===== src/rtl/lut_mux_fn_if.sv =====
// Handshake bundle for lut_mux_fn_unit: serial table-load channel,
// evaluation request channel and registered result channel.
interface lut_mux_fn_if #(
  parameter int SEL_W = 3
);
  logic             cfg_start;
  logic             cfg_valid;
  logic [1:0]       cfg_code;
  logic             cfg_done;
  logic             configured;
  logic             in_valid;
  logic             in_ready;
  logic [SEL_W-1:0] sel;
  logic             w;
  logic             out_valid;
  logic             out_ready;
  logic             out;

  modport master (
    output cfg_start, cfg_valid, cfg_code, in_valid, sel, w, out_ready,
    input  cfg_done, configured, in_ready, out_valid, out
  );

  modport slave (
    input  cfg_start, cfg_valid, cfg_code, in_valid, sel, w, out_ready,
    output cfg_done, configured, in_ready, out_valid, out
  );
endinterface


===== src/rtl/lut_mux_fn_unit.sv =====
// Run-time programmable (SEL_W+1)-input boolean function: a serially loaded
// table of {0,1,w,~w} codes indexed by sel, resolved against w into a 1-deep result register.
module lut_mux_fn_unit #(
  parameter int         SEL_W      = 3,
  parameter logic [1:0] RESET_CODE = 2'b00
) (
  input  logic         clk,
  input  logic         rst_n,
  lut_mux_fn_if.slave  bus
);
  localparam int DEPTH = 1 << SEL_W;

  typedef enum logic [1:0] {UNCFG, LOAD, RUN} state_t;

  state_t                      state_q, state_d;
  logic [SEL_W-1:0]            idx_q, idx_d;
  logic [DEPTH-1:0][1:0]       table_q, table_d;
  logic                        cfg_done_q, cfg_done_d;
  logic                        out_valid_q, out_valid_d;
  logic                        out_q, out_d;
  logic                        accept;
  logic [1:0]                  code_sel;

  assign bus.in_ready   = (state_q == RUN) && (!out_valid_q || bus.out_ready);
  assign bus.configured = (state_q == RUN);
  assign bus.cfg_done   = cfg_done_q;
  assign bus.out_valid  = out_valid_q;
  assign bus.out        = out_q;

  assign accept   = bus.in_valid && bus.in_ready;
  assign code_sel = table_q[bus.sel];

  always_comb begin
    state_d    = state_q;
    idx_d      = idx_q;
    table_d    = table_q;
    cfg_done_d = 1'b0;
    case (state_q)
      UNCFG: begin
        if (bus.cfg_start) begin
          state_d = LOAD;
          idx_d   = '0;
        end
      end
      LOAD: begin
        // A restart outranks a data beat arriving in the same cycle.
        if (bus.cfg_start) begin
          idx_d = '0;
        end else if (bus.cfg_valid) begin
          table_d[idx_q] = bus.cfg_code;
          idx_d          = idx_q + 1'b1;
          if (idx_q == SEL_W'(DEPTH - 1)) begin
            state_d    = RUN;
            cfg_done_d = 1'b1;
          end
        end
      end
      RUN: begin
        if (bus.cfg_start) begin
          state_d = LOAD;
          idx_d   = '0;
        end
      end
      default: begin
        state_d = UNCFG;
        idx_d   = '0;
      end
    endcase
  end

  // Result stage evaluates against table_q, so same-cycle reloads never leak in.
  always_comb begin
    out_valid_d = out_valid_q;
    out_d       = out_q;
    if (accept) begin
      out_valid_d = 1'b1;
      out_d       = code_sel[1] ? (bus.w ^ code_sel[0]) : code_sel[0];
    end else if (bus.out_ready) begin
      out_valid_d = 1'b0;
    end
  end

  always_ff @(posedge clk) begin
    if (!rst_n) begin
      state_q     <= UNCFG;
      idx_q       <= '0;
      table_q     <= {DEPTH{RESET_CODE}};
      cfg_done_q  <= 1'b0;
      out_valid_q <= 1'b0;
      out_q       <= 1'b0;
    end else begin
      state_q     <= state_d;
      idx_q       <= idx_d;
      table_q     <= table_d;
      cfg_done_q  <= cfg_done_d;
      out_valid_q <= out_valid_d;
      out_q       <= out_d;
    end
  end
endmodule


===== src/flat_wrapper.sv =====
// flat-port wrapper written by rule: the top's interface ports become plain ports
module lut_mux_fn_unit_flat 
#(
  parameter int         SEL_W      = 3,
  parameter logic [1:0] RESET_CODE = 2'b00
)
  (clk, rst_n, bus_cfg_start, bus_cfg_valid, bus_cfg_code, bus_in_valid, bus_sel, bus_w, bus_out_ready, bus_cfg_done, bus_configured, bus_in_ready, bus_out_valid, bus_out);
  lut_mux_fn_if #(.SEL_W(SEL_W)) bus_i ();
  input  logic clk;
  input  logic rst_n;
  input wire logic [$bits(bus_i.cfg_start)-1:0] bus_cfg_start;
  input wire logic [$bits(bus_i.cfg_valid)-1:0] bus_cfg_valid;
  input wire logic [$bits(bus_i.cfg_code)-1:0] bus_cfg_code;
  input wire logic [$bits(bus_i.in_valid)-1:0] bus_in_valid;
  input wire logic [$bits(bus_i.sel)-1:0] bus_sel;
  input wire logic [$bits(bus_i.w)-1:0] bus_w;
  input wire logic [$bits(bus_i.out_ready)-1:0] bus_out_ready;
  output wire logic [$bits(bus_i.cfg_done)-1:0] bus_cfg_done;
  output wire logic [$bits(bus_i.configured)-1:0] bus_configured;
  output wire logic [$bits(bus_i.in_ready)-1:0] bus_in_ready;
  output wire logic [$bits(bus_i.out_valid)-1:0] bus_out_valid;
  output wire logic [$bits(bus_i.out)-1:0] bus_out;
  assign bus_i.cfg_start = bus_cfg_start;
  assign bus_i.cfg_valid = bus_cfg_valid;
  assign bus_i.cfg_code = bus_cfg_code;
  assign bus_i.in_valid = bus_in_valid;
  assign bus_i.sel = bus_sel;
  assign bus_i.w = bus_w;
  assign bus_i.out_ready = bus_out_ready;
  assign bus_cfg_done = bus_i.cfg_done;
  assign bus_configured = bus_i.configured;
  assign bus_in_ready = bus_i.in_ready;
  assign bus_out_valid = bus_i.out_valid;
  assign bus_out = bus_i.out;
  lut_mux_fn_unit #(.SEL_W(SEL_W), .RESET_CODE(RESET_CODE)) u_core (.clk(clk), .rst_n(rst_n), .bus(bus_i));
endmodule

===== config.mk =====
export PLATFORM = sky130hd
export DESIGN_NAME = lut_mux_fn_unit_flat
export DESIGN_NICKNAME = d
export VERILOG_FILES = /design/src/rtl/lut_mux_fn_if.sv /design/src/rtl/lut_mux_fn_unit.sv /design/src/flat_wrapper.sv
export SDC_FILE = /design/constraint.sdc
export NUM_CORES = 1
export LEC_CHECK = 0
export BUFFER_PORTS_ARGS = -buffer_cell sky130_fd_sc_hd__buf_2
export CAP_MARGIN = 20
export CORE_MARGIN = 1.5
export CORE_UTILIZATION = 40
export CTS_BUF_LIST = sky130_fd_sc_hd__clkbuf_8
export CTS_CLUSTER_DIAMETER = 30
export DETAILED_ROUTE_END_ITERATION = 10
export RECOVER_POWER = 50
export SLEW_MARGIN = 20
export SYNTH_ARGS = -nofsm -noshare
export SYNTH_HDL_FRONTEND = slang
export SYNTH_SLANG_ARGS = --single-unit
export TNS_END_PERCENT = 50

===== constraint.sdc =====
create_clock -name clk -period 1.6 [get_ports clk]
set_input_delay 0.32 -clock clk [delete_from_list [all_inputs] [get_ports clk]]
set_output_delay 0.32 -clock clk [all_outputs]
set_load 0.1 [all_outputs]

# After elaboration in Yosys (flattened, before gate mapping)

Cells that the tools add are included.

Register bits: 24
Input port bits: 12
Output and inout port bits: 5
Logic and storage cells: 60

Add/sub/neg operators: 1
Order comparisons: 3
Eq/ne operators: 8
Muxes and demuxes: 18
Bitwise logic cells: 5
Reduce and logical (&&, ||, !) cells: 12

Operators with widths:

| cell                  | number |
|---|---|
| $bwmux W16            | 1 |
| $mux W2               | 6 |
| $mux W3               | 3 |
| $lt A3 B4 Y1 const B  | 2 |
| $bmux W2 S3           | 1 |
| $demux W2 S3          | 1 |
| $pmux W3 S2           | 1 |
| $mux W1               | 4 |
| $ne A2 B1 Y1 const B  | 2 |
| $ne A2 B2 Y1 const B  | 2 |
| $not A1 Y1            | 4 |
| $pmux W2 S2           | 1 |
| $reduce_and A4 Y1     | 1 |
| $reduce_or A4 Y1      | 1 |
| $add A3 B1 Y3 const B | 1 |
| $eq A3 B3 Y1 const B  | 1 |
| $ge A3 B1 Y1 const B  | 1 |
| $logic_and A1 B1 Y1   | 3 |
| $ne A3 B3 Y1 const B  | 1 |
| $reduce_and A3 Y1     | 1 |
| $eq A2 B1 Y1 const B  | 1 |
| $eq A2 B2 Y1 const B  | 1 |
| $logic_not A2 Y1      | 1 |
| $reduce_and A2 Y1     | 1 |
| 5 further kinds       | 5 |

# Longest topological paths before layout

Word-level depth: 5
Depth in mapped cells: 7
Depth with buffers taken out: 7

# Worst setup path before layout

OpenSTA, ideal clock, no wires.

Path type: flip-flop to output port
Start: register u_core.out_valid_q, in the netlist u_core.bus.out_valid
End: output port bus_in_ready
Arrival: 2,185 ps
Required time: 1,280 ps
Setup slack: -905 ps
Cell stages (with the launch flop): 3
Path buffers: 0
Cell sequence: dfxtp_1 -> nor2b_1 -> nor2_1

Longest elaborated chain between the ends: 3

Ends and longest elaborated chain:

| item                     | RTL line              | RTL |
|---|---|---|
| start: declaration       | lut_mux_fn_unit.sv:19 | `logic out_valid_q, out_valid_d;` |
| start signal: assignment | lut_mux_fn_unit.sv:96 | `out_valid_q <= out_valid_d;` |
| $logic_not A1 Y1         | lut_mux_fn_unit.sv:24 | `assign bus.in_ready = (state_q == RUN) && (!out_valid_q \|\| bus.out_ready);` |
| $logic_or A1 B1 Y1       | lut_mux_fn_unit.sv:24 |  |
| $logic_and A1 B1 Y1      | lut_mux_fn_unit.sv:24 |  |
| end: declaration         | flat_wrapper.sv:20    | `output wire logic [$bits(bus_i.in_ready)-1:0] bus_in_ready;` |

No other way between the ends.

# Worst setup path in the final report

Start: register u_core.state_q[1]
End: output port bus_in_ready

Longest elaborated chain between the ends: 2

Ends and longest elaborated chain:

| item                     | RTL line              | RTL |
|---|---|---|
| start: declaration       | lut_mux_fn_unit.sv:15 | `state_t state_q, state_d;` |
| start signal: assignment | lut_mux_fn_unit.sv:92 | `state_q <= state_d;` |
| $eq A2 B2 Y1             | lut_mux_fn_unit.sv:24 |  |
| $logic_and A1 B1 Y1      | lut_mux_fn_unit.sv:24 |  |

No other way between the ends.

==> results by group <==
Outcome
  • Status: complete, no violations

Drt
  • DRT antenna net count: 0
  • Via count: 924
  • Initial drt markers: 24
  • Wire per inst: 14.6 microns
  • DRC viols: 0
  • Vias/cell: 5.25
  • Final wirelength: 2560 microns
  • Drt pass-1 iters: 4

Synthesis
  • Post-synthesis cell area: 1250 sq um
  • Largest area contributor in the netlist: dfxtp_1
  • Syn Nets: 141
  • Syn avg cell area: 9.83 sq um
  • Asr flop ratio synth: 0
  • Dominant cells by area after synthesis: dfxtp_1 (38%), mux2i_1 (10%), nor2b_1 (7.0%)
  • Post-synth top flop: dfxtp_1
  • Warnings from Yosys: 0
  • Seq/Total Area, Yosys: 0.385
  • Share of the synthesized area in the top cell type: 0.385
  • Cells after synthesis: 127
  • Post-synth EDFFs: 0
  • Count of cell types in the netlist: 29
  • Yosys reg bits: 24

Power and ir drop
  • Peak VDD IR: 345 uV
  • Logic pwr share: 0.080
  • P_leak: 0.569 nW
  • Int Pwr: 0.863 mW
  • Sw frac: 0.222
  • Sequential power share: 0.545
  • P_sw: 0.247 mW
  • PD cells: 759 nW/um^2
  • Clock share of power: 0.375

Critical path
  • Crit end category: output pin
  • WP data arrival: 1.21 ns
  • Max stage delay on crit path: 0.53 ns
  • Startpoint Class: flop
  • CP Data Required Time: 1.28 ns
  • CP max stage cell: dfxtp_1
  • Worst path cell trace: nand2_4 > nor2_4 > buf_12
  • CP Max Fanout: 7
  • Worst Setup Path Type: reg2out

Floorplan
  • Core area: 3000 sq um
  • Die width: 58.9 microns
  • DIE AREA: 3470 sq um
  • Top-level I/O count: 17
  • Rows: 20
  • Starting Density: 0.416
  • Height of the die: 58.9 microns

Timing
  • Setup WS post-layout: 0.0732 ns
  • Tcrit/Tclk final: 0.954
  • Final hold violation count: 0
  • RSZ-0062 raised after global routing: no
  • Clock skew: 0.00135 ns
  • Slew Limit Fails: 0
  • Maximum clock rate: 0.655 GHz
  • Max-slew headroom: 0.634
  • Setup Viol. Count Final: 0
  • Min Tclk post-route: 1.53 ns
  • Worst slew pin tran: 0.551 ns

Placed design
  • Pre-CTS setup slack: 0.0547 ns
  • IO buf count: 16
  • Placed Cells: 172
  • Gpl congestion: 0.813
  • Placed Area: 1400 sq um
  • Dpl hpwl: 1960 microns

Layout
  • Design area: 1460 sq um
  • Cell Count, Final, Fillers Out: 176
  • Antenna Cells: 0
  • Fillers: 288
  • Final Net Count: 158
  • Finished Core Util: 0.487
  • Share of cells above drive strength 1: 0.280
  • Area growth, synth to finish: 17.0%

Clocking
  • Clock sinks: 24
  • Post-CTS Hold Buffers: 0
  • Worst-Skew Late Latency: 0.26 ns
  • Cts bufs inserted: 3
  • CTS clk-pin slew, worst paths: 0.09 ns
  • Root Driver: clkbuf_8
  • H-tree levels: 1
  • CTS tree: done
  • Clock buffer depth: 2

Hold path
  • Hold Crit Class: in2reg

GRT
  • Largest net degree at the start of global routing: 20
  • GRT overflow: 0
  • First-pass GRT wire length: 4430 microns
  • Initial antenna violation count: 0
  • Global-route usage over all layers: 0.172
  • Vias in the first global route: 942

Run
  • Max cap viols: 0
==> cell usage in the layout (no fill, tap or decap), drive strengths merged <==
| cell | synthesis | final |
|---|---|---|
| mux2i | 13 | 13 |
| nor2 | 9 | 9 |
| a21oi | 6 | 6 |
| buf | 3 | 17 |
| nand2 | 12 | 12 |
| and4b | 1 | 1 |
| nor4 | 1 | 1 |
| o211ai | 1 | 1 |
| nor2b | 15 | 15 |
| a32oi | 1 | 1 |
| o21ai | 4 | 4 |
| inv | 2 | 2 |
| o221ai | 1 | 1 |
| a21boi | 4 | 4 |
| xnor2 | 2 | 2 |
| nand3 | 4 | 4 |
| nor3 | 1 | 1 |
| nor3b | 2 | 2 |
| nand4bb | 1 | 1 |
| mux4 | 3 | 3 |
| mux2 | 3 | 3 |
| clkbuf | 6 | 8 |
| ha | 2 | 2 |
| dfxtp | 24 | 24 |
| nand3b | 2 | 2 |
| o21bai | 1 | 1 |
| nand2b | 3 | 3 |
==> worst max-delay path, delay by kind of cell, from the launching register on <==
kind                   cells  cell delay (ns)
flip-flops                 1             0.53
AND/OR/NAND/NOR            2             0.24
buffers and inverters      1             0.18
==> stage by stage <==
| step | total power, mW | hold WS [ns] | setup TNS [ns] |
|---|---|---|---|
| finish | 1.11 | 0.313 | 0 |
| global route | 1.16 | 0.330 | 0 |
| CTS | 1.12 | 0.321 | 0 |
| detailed placement | 0.706 | 0.476 | 0 |
| global placement | 0.703 | 0.462 | 0 |
| floorplan | 0.677 | 0.437 | -0.133 |
==> cell usage after synthesis (3+ instances only) <==
master,number
mux4_2,3
a21oi_1,6
nor2b_1,14
mux2_2,3
nand2b_1,3
nor2_1,9
o21ai_0,4
clkbuf_1,6
dfxtp_1,24
nand3_1,4
nand2_1,12
mux2i_1,13
a21boi_0,4
==> layer usage <==
metal | GRT usage | vias up | routed length [microns]
li1 | - | 469 | -
met1 | 0.227 | 426 | 1250
met2 | 0.268 | 27 | 1190
met3 | 0.0308 | 2 | 103
met4 | 0.0909 | 0 | 23
met5 | 0 | - | 0
==> final cells by class <==
type                    count  area, sq um  share of cell area
well taps                  33         41.3              0.0283
inverters                   2         12.5             0.00856
flip-flops and latches     24          482               0.330
repair buffers             21          144              0.0985
multi-input cells          92          727               0.497
clock buffers               4         55.1              0.0377
==> cell families after synthesis <==
kind of cell | after synthesis | share of synthesized area
AND/OR/NAND/NOR | 51 | 0.261
buffers and inverters | 11 | 0.0411
XOR/XNOR | 2 | 0.0140
AO/OA/AOI/OAI | 18 | 0.0942
adder cells (fa/ha/maj) | 2 | 0.0200
multiplexers | 19 | 0.185
flip-flops | 24 | 0.385
==> registers in the layout, summed over array words and instances (netlist names) <==
| signal | cells |
|---|---|
| u_core.state_q | 2 |
| u_core.bus.cfg_done | 1 |
| u_core.bus.out | 1 |
| u_core.idx_q | 3 |
| u_core.table_q | 16 |
| u_core.bus.out_valid | 1 |
==> power groups by stage <==
stage          clock, mW  combinational [mW]  sequential [mW]
3_5_place_dp           0              0.0871            0.619
3_3_place_gp           0              0.0845            0.618
4_1_cts            0.423              0.0879            0.604
2_1_floorplan          0              0.0582            0.619
5_1_grt            0.456              0.0980            0.605
6_report           0.416              0.0884            0.604
==> worst paths after layout <==
check	start	to	slack [ns]	depth (start not counted)
max	u_core.state_q[1]$_SDFFE_PN0P_	bus_in_ready	0.07	3
min	bus_cfg_start	u_core.state_q[0]$_SDFFE_PN0P_	0.31	3
max reg2reg	u_core.state_q[1]$_SDFFE_PN0P_	u_core.table_q[0]$_SDFFE_PN0P_	0.15	5
min reg2reg	u_core.table_q[3]$_SDFFE_PN0P_	u_core.table_q[3]$_SDFFE_PN0P_	0.48	2
==> what timing repair did <==
| item | CTS | global route |
|---|---|---|
| setup buffers | 0 | 0 |
| pin swaps | 0 | 1 |
| cloned | 0 | 0 |
| hold endpoints to repair | 0 | 0 |
| gates resized for setup | 3 | 3 |
| endpoints found under the setup margin | 2 | 2 |
Power figures use the tool's default switching activity.
